### src/rtl/cond_decode_queue.sv
`default_nettype none
// ============================================================================
//  Module   : cond_decode_queue
//  Purpose  : Decodes 32-bit instructions and evaluates their ARM-style
//             condition codes against the flags sampled when each one is
//             accepted. Each decoded bundle is stored in a DEPTH-entry FIFO
//             that feeds the execute stage. An instruction that fails its
//             condition is still queued, but all of its enables are cleared.
//  Ports    : clk, rst_n (async, active-low), flush (sync queue clear)
//             in_valid/in_ready/instruction/flags  - accept side
//             out_valid/out_ready                  - head handshake
//             OP, Base, Bits, Reg_data, Iminstruction, Iminstruction_memory,
//             imm_sel, en_* / datamemory, cond_pass - head-entry fields
//             count                                - occupancy
//  Revision : 1.0  initial release
// ============================================================================
module cond_decode_queue #(
    parameter int DEPTH   = 4,
    parameter bit COND_EN = 1'b1
) (
    input  logic                       clk,
    input  logic                       rst_n,
    input  logic                       flush,
    input  logic                       in_valid,
    output logic                       in_ready,
    input  logic [31:0]                instruction,
    input  logic [3:0]                 flags,
    output logic                       out_valid,
    input  logic                       out_ready,
    output logic [1:0]                 OP,
    output logic [3:0]                 Base,
    output logic [3:0]                 Bits,
    output logic [3:0]                 Reg_data,
    output logic [23:0]                Iminstruction,
    output logic [11:0]                Iminstruction_memory,
    output logic                       imm_sel,
    output logic                       en_jump,
    output logic                       en_regjump,
    output logic                       en_flags,
    output logic                       en_datawr,
    output logic                       datamemory,
    output logic                       en_datamemory,
    output logic                       cond_pass,
    output logic [$clog2(DEPTH):0]     count
);

    localparam int PTR_W = $clog2(DEPTH);
    localparam int CNT_W = PTR_W + 1;

    // instruction[27:0] holds every field output, so it is stored verbatim
    // and the fields are sliced out at the head.
    typedef struct packed {
        logic [27:0] fields;
        logic        en_jump;
        logic        en_regjump;
        logic        en_flags;
        logic        en_datawr;
        logic        datamemory;
        logic        en_datamemory;
        logic        cond_pass;
    } entry_t;

    entry_t             mem [DEPTH];
    entry_t             new_entry;
    entry_t             head;
    logic [PTR_W-1:0]   wr_ptr;
    logic [PTR_W-1:0]   rd_ptr;
    logic [CNT_W-1:0]   cnt;
    logic               full;
    logic               push;
    logic               pop;
    logic               cond_raw;
    logic               cond_ok;

    // ------------------------------------------------------------------
    // Condition evaluation, flags = {N,Z,C,V}
    // ------------------------------------------------------------------
    always_comb begin
        cond_raw = 1'b0;
        case (instruction[31:28])
            4'b0000: cond_raw = flags[2];
            4'b0001: cond_raw = !flags[2];
            4'b0010: cond_raw = flags[1];
            4'b0011: cond_raw = !flags[1];
            4'b0100: cond_raw = flags[3];
            4'b0101: cond_raw = !flags[3];
            4'b0110: cond_raw = flags[0];
            4'b0111: cond_raw = !flags[0];
            4'b1000: cond_raw = flags[1] && !flags[2];
            4'b1001: cond_raw = !flags[1] || flags[2];
            4'b1010: cond_raw = (flags[3] == flags[0]);
            4'b1011: cond_raw = (flags[3] != flags[0]);
            4'b1100: cond_raw = !flags[2] && (flags[3] == flags[0]);
            4'b1101: cond_raw = flags[2] || (flags[3] != flags[0]);
            4'b1110: cond_raw = 1'b1;
            default: cond_raw = 1'b0;
        endcase
    end

    generate
        if (COND_EN) begin : g_cond
            assign cond_ok = cond_raw;
        end else begin : g_no_cond
            assign cond_ok = 1'b1;
        end
    endgenerate

    // ------------------------------------------------------------------
    // Enable decode for the incoming instruction
    // ------------------------------------------------------------------
    always_comb begin
        new_entry           = '0;
        new_entry.fields    = instruction[27:0];
        new_entry.cond_pass = cond_ok;
        case (instruction[27:26])
            2'b00: begin
                // Bits 10xx are compare/test ops: no write-back, flags always set.
                new_entry.en_datawr = (instruction[24:23] != 2'b10);
                new_entry.en_flags  = instruction[20] || (instruction[24:23] == 2'b10);
            end
            2'b01: begin
                if (instruction[20]) begin
                    new_entry.datamemory = 1'b1;
                    new_entry.en_datawr  = 1'b1;
                end else begin
                    new_entry.en_datamemory = 1'b1;
                end
            end
            2'b10:   new_entry.en_jump    = 1'b1;
            default: new_entry.en_regjump = 1'b1;
        endcase
        if (!cond_ok) begin
            new_entry.en_jump       = 1'b0;
            new_entry.en_regjump    = 1'b0;
            new_entry.en_flags      = 1'b0;
            new_entry.en_datawr     = 1'b0;
            new_entry.datamemory    = 1'b0;
            new_entry.en_datamemory = 1'b0;
        end
    end

    // ------------------------------------------------------------------
    // FIFO control
    // ------------------------------------------------------------------
    assign full      = (cnt == CNT_W'(DEPTH));
    assign in_ready  = !full && !flush;
    assign out_valid = (cnt != '0);
    assign push      = in_valid && in_ready;
    assign pop       = out_valid && out_ready;
    assign count     = cnt;

    always_ff @(posedge clk or negedge rst_n) begin
        if (!rst_n) begin
            wr_ptr <= '0;
            rd_ptr <= '0;
            cnt    <= '0;
        end else if (flush) begin
            wr_ptr <= '0;
            rd_ptr <= '0;
            cnt    <= '0;
        end else begin
            if (push) wr_ptr <= wr_ptr + PTR_W'(1);
            if (pop)  rd_ptr <= rd_ptr + PTR_W'(1);
            case ({push, pop})
                2'b10:   cnt <= cnt + CNT_W'(1);
                2'b01:   cnt <= cnt - CNT_W'(1);
                default: cnt <= cnt;
            endcase
        end
    end

    // Storage needs no reset: contents are only visible while counted valid.
    always_ff @(posedge clk) begin
        if (push) mem[wr_ptr] <= new_entry;
    end

    // ------------------------------------------------------------------
    // Head outputs, forced to zero when empty
    // ------------------------------------------------------------------
    assign head                 = out_valid ? mem[rd_ptr] : '0;
    assign OP                   = head.fields[27:26];
    assign imm_sel              = head.fields[25];
    assign Bits                 = head.fields[24:21];
    assign Base                 = head.fields[19:16];
    assign Reg_data             = head.fields[15:12];
    assign Iminstruction        = head.fields[23:0];
    assign Iminstruction_memory = head.fields[11:0];
    assign en_jump              = head.en_jump;
    assign en_regjump           = head.en_regjump;
    assign en_flags             = head.en_flags;
    assign en_datawr            = head.en_datawr;
    assign datamemory           = head.datamemory;
    assign en_datamemory        = head.en_datamemory;
    assign cond_pass            = head.cond_pass;

endmodule
`default_nettype wire

### config.mk
export PLATFORM = sky130hd
export DESIGN_NAME = cond_decode_queue
export DESIGN_NICKNAME = d
export VERILOG_FILES = /design/src/rtl/cond_decode_queue.sv
export SDC_FILE = /design/constraint.sdc
export NUM_CORES = 1
export LEC_CHECK = 0
export CORE_AREA = 2 2 111 113
export CTS_BUF_LIST = sky130_fd_sc_hd__clkbuf_16
export DETAILED_ROUTE_END_ITERATION = 7
export DIE_AREA = 0 0 113 115
export PLACE_DENSITY = 0.78
export SYNTH_ARGS = -nofsm -noshare
export SYNTH_HDL_FRONTEND = slang
export SYNTH_SLANG_ARGS = --single-unit
export TNS_END_PERCENT = 10
### constraint.sdc
create_clock -name clk -period 2.7 [get_ports clk]
set_input_delay 0.27 -clock clk [delete_from_list [all_inputs] [get_ports clk]]
set_output_delay 0.27 -clock clk [all_outputs]
set_load 0.02 [all_outputs]
; Yosys cells after proc, flatten, opt, wreduce, memory -nomap -nowiden
; Memories as Yosys holds them, arrays and structs flattened.
; Index checks and enable logic that the tools add are counted.
[op_classes]
add_sub_neg = 4
n_eq_ne = 23
n_mux = 18
reduce_logical = 21
[op_table]
columns = operator, count
row1 = 2-to-1 mux 35 bit, 1
row2 = == test 4 bit (second input constant), 7
row3 = == test 4 x 3 -> 1 bit (second input constant), 4
row4 = one-hot mux 1 bit (15 select lines), 1
row5 = 2-to-1 mux 2 bit, 6
row6 = == test 4 x 2 -> 1 bit (second input constant), 2
row7 = == test 2 bit (second input constant), 3
row8 = zero test 1 bit, 6
row9 = 2-to-1 mux 1 bit, 6
row10 = 2-to-1 mux 6 bit, 1
row11 = one-hot mux 3 bit (2 select lines), 1
row12 = nonzero test 3 bit, 2
row13 = logical AND 1 bit, 5
row14 = adder 2 x 1 -> 2 bit (second input constant), 2
row15 = == test 2 x 1 -> 1 bit (second input constant), 2
row16 = == test 4 x 1 -> 1 bit (second input constant), 1
row17 = zero test 4 bit, 1
row18 = nonzero test 2 bit, 2
row19 = adder 3 x 1 -> 3 bit (second input constant), 1
row20 = == test 3 bit (second input constant), 1
row21 = logical OR 1 bit, 3
row22 = 2-to-1 mux 3 bit, 1
row23 = OR reduction 3 bit, 1
row24 = subtractor 3 x 1 -> 3 bit (second input constant), 1
row25 = 5 further kinds, 5
[word_totals]
reg_bits = 7
ramBits = 140
output_inout_bits = 63
n_memories = 1
[memory_table]
columns = memory, depth, word_bits, read_ports, rd_clocked_by_memory_dff, wr, line_no
row1 = mem, 4, 35, 1, 0, 1, 63  ; entry_t mem [DEPTH];

; Depth between registers and ports, before layout
[logic_depth]
depth_word = 7
ltp_mapped = 9
mapped_depth_nobuf = 8

; Worst setup path after synthesis
; OpenSTA, ideal clock, no wires.
[synth_path]
kind = register to register
start = register cnt[0], in the netlist count[0]
end = memory mem[0][0] in the netlist's numbering, enable pin
setup_time_ps = 396
arrival_ps = 2074
setup_slack_ps = 231
stages_incl_launch_ff = 5
period_less_slack_ps = 2469
cell_sequence = dfrtp_1 nor2_1 a211oi_1 buf_2 and2_1
[synth_between]
elab_chain_cells = 6
[synth_lines]
columns = element, line_no
row1 = from (decl), 68  ; logic [CNT_W-1:0] cnt;
row2 = from (signal assigned), 165  ; 2'b10: cnt <= cnt + CNT_W'(1);
row3 = from (signal assigned), 166  ; 2'b01: cnt <= cnt - CNT_W'(1);
row4 = from (signal assigned), 167  ; default: cnt <= cnt;
row5 = == test 3 bit, 145  ; assign full = (cnt == CNT_W'(DEPTH));
row6 = zero test 1 bit, 146  ; assign in_ready = !full && !flush;
row7 = logical AND 1 bit, 146
row8 = logical AND 1 bit, 148  ; assign push = in_valid && in_ready;
row9 = 2-to-1 mux 1 bit, 174  ; if (push) mem[wr_ptr] <= new_entry;
row10 = 2-to-1 mux 1 bit (implied by the code), 174
row11 = to (decl), 63
; No other way between the ends.

; Final worst setup path
[layout_path]
start = register rd_ptr[0]
end = output Iminstruction_memory[1]
[layout_between]
elab_chain_cells = 2
[layout_lines]
columns = element, line_no
row1 = from (decl), 67  ; logic [PTR_W-1:0] rd_ptr;
row2 = from (signal assigned), 163  ; if (pop) rd_ptr <= rd_ptr + PTR_W'(1);
row3 = memory read (4 x 35 bit), -
row4 = 2-to-1 mux 35 bit, 180  ; assign head = out_valid ? mem[rd_ptr] : '0;
row5 = to (decl), 35  ; output logic [11:0] Iminstruction_memory,
; No other way between the ends.

==> impl_metrics.json <==
{
  "placed_cells": 550,
  "clock_latency_ns": 0.42,
  "ys_types": 36,
  "fmax_mhz": 380,
  "cts_buffer_depth": 2,
  "relSlewSlack": 0.664,
  "path_max_fanout": 18,
  "final_cell_area_mm2": 0.00795,
  "synthAdderAreaFrac": 0.0114,
  "antenna_found_initial": 0,
  "path_clk_slew_ns": 0.06,
  "period_minus_slack_ns": 2.63,
  "die_h_um": 115,
  "p_per_area_mw_per_mm2": 1080,
  "cts_inserted_buffers": 17,
  "drtIter0Drc": 195,
  "place_ws_ns": 0.308,
  "num_io_pins": 104,
  "synth_seq_area_share": 0.711,
  "synth-seq-cells": 147,
  "layout_setup_ws_ns": 0.0718,
  "routed_wl_um": 11300,
  "viasPerCell": 5.49,
  "grt.total_usage": 0.184,
  "synthArstFlopShare": 0.0476,
  "yosys_warnings": 0,
  "layout_commonest_cell": "edfxtp_1",
  "start_kind": "flop",
  "cp_cell_sequence": "clkbuf_16 > mux4_2 > and2_1 > clkdlybuf4s50_1",
  "hold_buffers": 0,
  "dpl.hpwl_um": 6390,
  "clock-root-buffer": "clkbuf_16",
  "instances_no_fill": 583,
  "syn-num-nets": 373,
  "post-route-period-util": 0.973,
  "cts_tree": "done",
  "layout_common_cells": "edfxtp_1, clkdlybuf4s50_1, mux4_2, and2_1, clkbuf_16",
  "fill_cells": 801,
  "synth_edf_count": 140,
  "slowest_stage": "clkdlybuf4s50_1",
  "violations": "DRC",
  "grt_pass1_vias": 3432,
  "num_rows": 40,
  "finalClockSkew_ns": 0.00786,
  "cts_sinks": 147,
  "worst_r2r_path_depth": 7,
  "critPathMaxStageDelay_ns": 0.54,
  "vias": 3198,
  "coreArea_mm2": 0.0118,
  "die_w_um": 113,
  "start_util": 0.521,
  "drc": 14,
  "die_area_mm2": 0.0130,
  "total_leakage_power_uw": 0.00278,
  "grt_pass1_wl_um": 17600,
  "grt_overflow": 0,
  "synth-compound-area-share": 0.0244,
  "tns_ns": 0,
  "wl_per_cell_um": 19.4,
  "crit_type": "flop to primary output",
  "grt_start_max_net_pins": 38,
  "fin_nets": 469,
  "end_kind": "primary output",
  "setup_viol": 0,
  "drive_gt1_frac": 0.202,
  "netlist_area_mm2": 0.00616,
  "tightest_slew_ns": 0.504,
  "hp-class": "input pin to async pin",
  "synth_top_family_by_area": "multiplexers",
  "syn_inst": 327,
  "arrival_ns": 2.36,
  "rsz0062_at_grt": "false",
  "gp_congestion": 0.790,
  "post_cts_buffers": 0,
  "max-cap-violations": 0,
  "ys.flop_type": "edfxtp_1",
  "status": "complete, but fails checks",
  "ant_nets": 0,
  "io_buffers": 103,
  "synth-simple-area-share": 0.0677,
  "syn_avg_cell_area_um2": 18.8,
  "synth_mux_area_frac": 0.135,
  "hold_violations": 0,
  "syn_to_final_growth_pct": 29.2,
  "n_antenna_cell": 0,
  "synth_xor_area_frac": 0.00996,
  "drtPass1Iterations": 7,
  "htreeDepth": 4,
  "place_area_mm2": 0.00728,
  "required_ns": 2.43,
  "ir_worst_vdd_uv": 730,
  "slew_viol_final": 0
}
==> routing by layer <==
layer / up-vias / wire [um] / global-route usage / part of all wire
met3: 7 / 774 / 0.0611 / 0.068
met5: - / 0 / 0 / 0
met4: 0 / 62 / 0.0634 / 0.0055
met1: 1633 / 4630 / 0.226 / 0.41
met2: 116 / 5850 / 0.312 / 0.52
li1: 1442 / - / - / -
==> timing repair <==
item,in CTS,in global routing
endpoints found under the setup margin,1,51
gates cloned,0,1
hold endpoints to repair,0,0
gates resized for setup,1,10
==> Yosys cell counts (2+ instances only) <==
cell	n	area [um^2]
clkbuf_1	8	30.0
mux4_2	35	788
ha_1	4	50.1
buf_4	23	173
inv_1	5	18.8
and2_1	39	244
mux2i_1	4	40.0
dfrtp_1	7	175
xor2_1	4	35.0
xnor2_1	3	26.3
edfxtp_1	140	4200
buf_2	6	30.0
nor2b_1	4	25.0
nor3_1	5	25.0
nand2b_1	2	12.5
nand3_1	2	10.0
a211oi_1	2	15.0
a21o_1	2	15.0
nand2_1	6	22.5
nor2_1	9	33.8
o21ai_0	2	10.0
==> sequential cells by signal, summed over array words and instances, names as in the netlist <==
register,count
count,3
mem,140
rd_ptr,2
wr_ptr,2
==> cells by family (layout without fill, tap and decap cells) <==
group                      count (synthesis)  in the layout
AOI/OAI and AO/OA                         14             14
xor gates and xnor gates                   7              7
adders and majority gates                  5              5
buffers and inverters                     42            151
DFF                                      147            147
muxes                                     39             39
and+or+nand+nor                           73             73
==> final timing paths <==
check	slack, ns	endpoint	start
max	0.07	Iminstruction_memory[1]	rd_ptr[0]
min	0.12	count[1]	rst_n
max reg2reg	0.48	count[2]	count[1]
min reg2reg	0.62	wr_ptr[1]	wr_ptr[1]
max in group asynchronous	2.30	rd_ptr[0]	rst_n
min in group clk	0.48	mem[3][8]	instruction[1]
==> where the power goes <==
| part | switching, uW | internal, uW | leakage, uW |
|---|---|---|---|
| logic | 1730 | 1640 | 0.00112 |
| registers | 89.9 | 2700 | 0.00137 |
| clock network | 872 | 1530 | 0.000290 |
| total | 2700 | 5870 | 0.00278 |
==> per-stage QoR <==
step | total power [uW] | hold WS [ns] | utilization
floorplan | 4940 | -0.0256 | -
global placement | 6150 | 0.557 | 0.617
detailed placement | 6210 | 0.565 | 0.617
CTS | 8610 | 0.115 | 0.669
global route | 8930 | 0.131 | 0.673
finish | 8560 | 0.121 | 0.673
==> area by class of cell <==
class                   count  area (um^2)  area share
flip-flops and latches    147         4380       0.551
multi-input cells         138         1530       0.193
repair buffers            114         1220       0.154
clock buffers              17          425      0.0535
clock inverters            15          190      0.0239
well taps                 147          184      0.0231
inverters                   5         18.8     0.00236
==> critical path: cells and delay by family, from the launching register on <==
family / cells / cell delay (ns)
buffers and inverters: 2 / 0.79
DFF: 1 / 0.44
muxes: 1 / 0.51
and+or+nand+nor: 1 / 0.18
(Power assumes the default switching activity.)
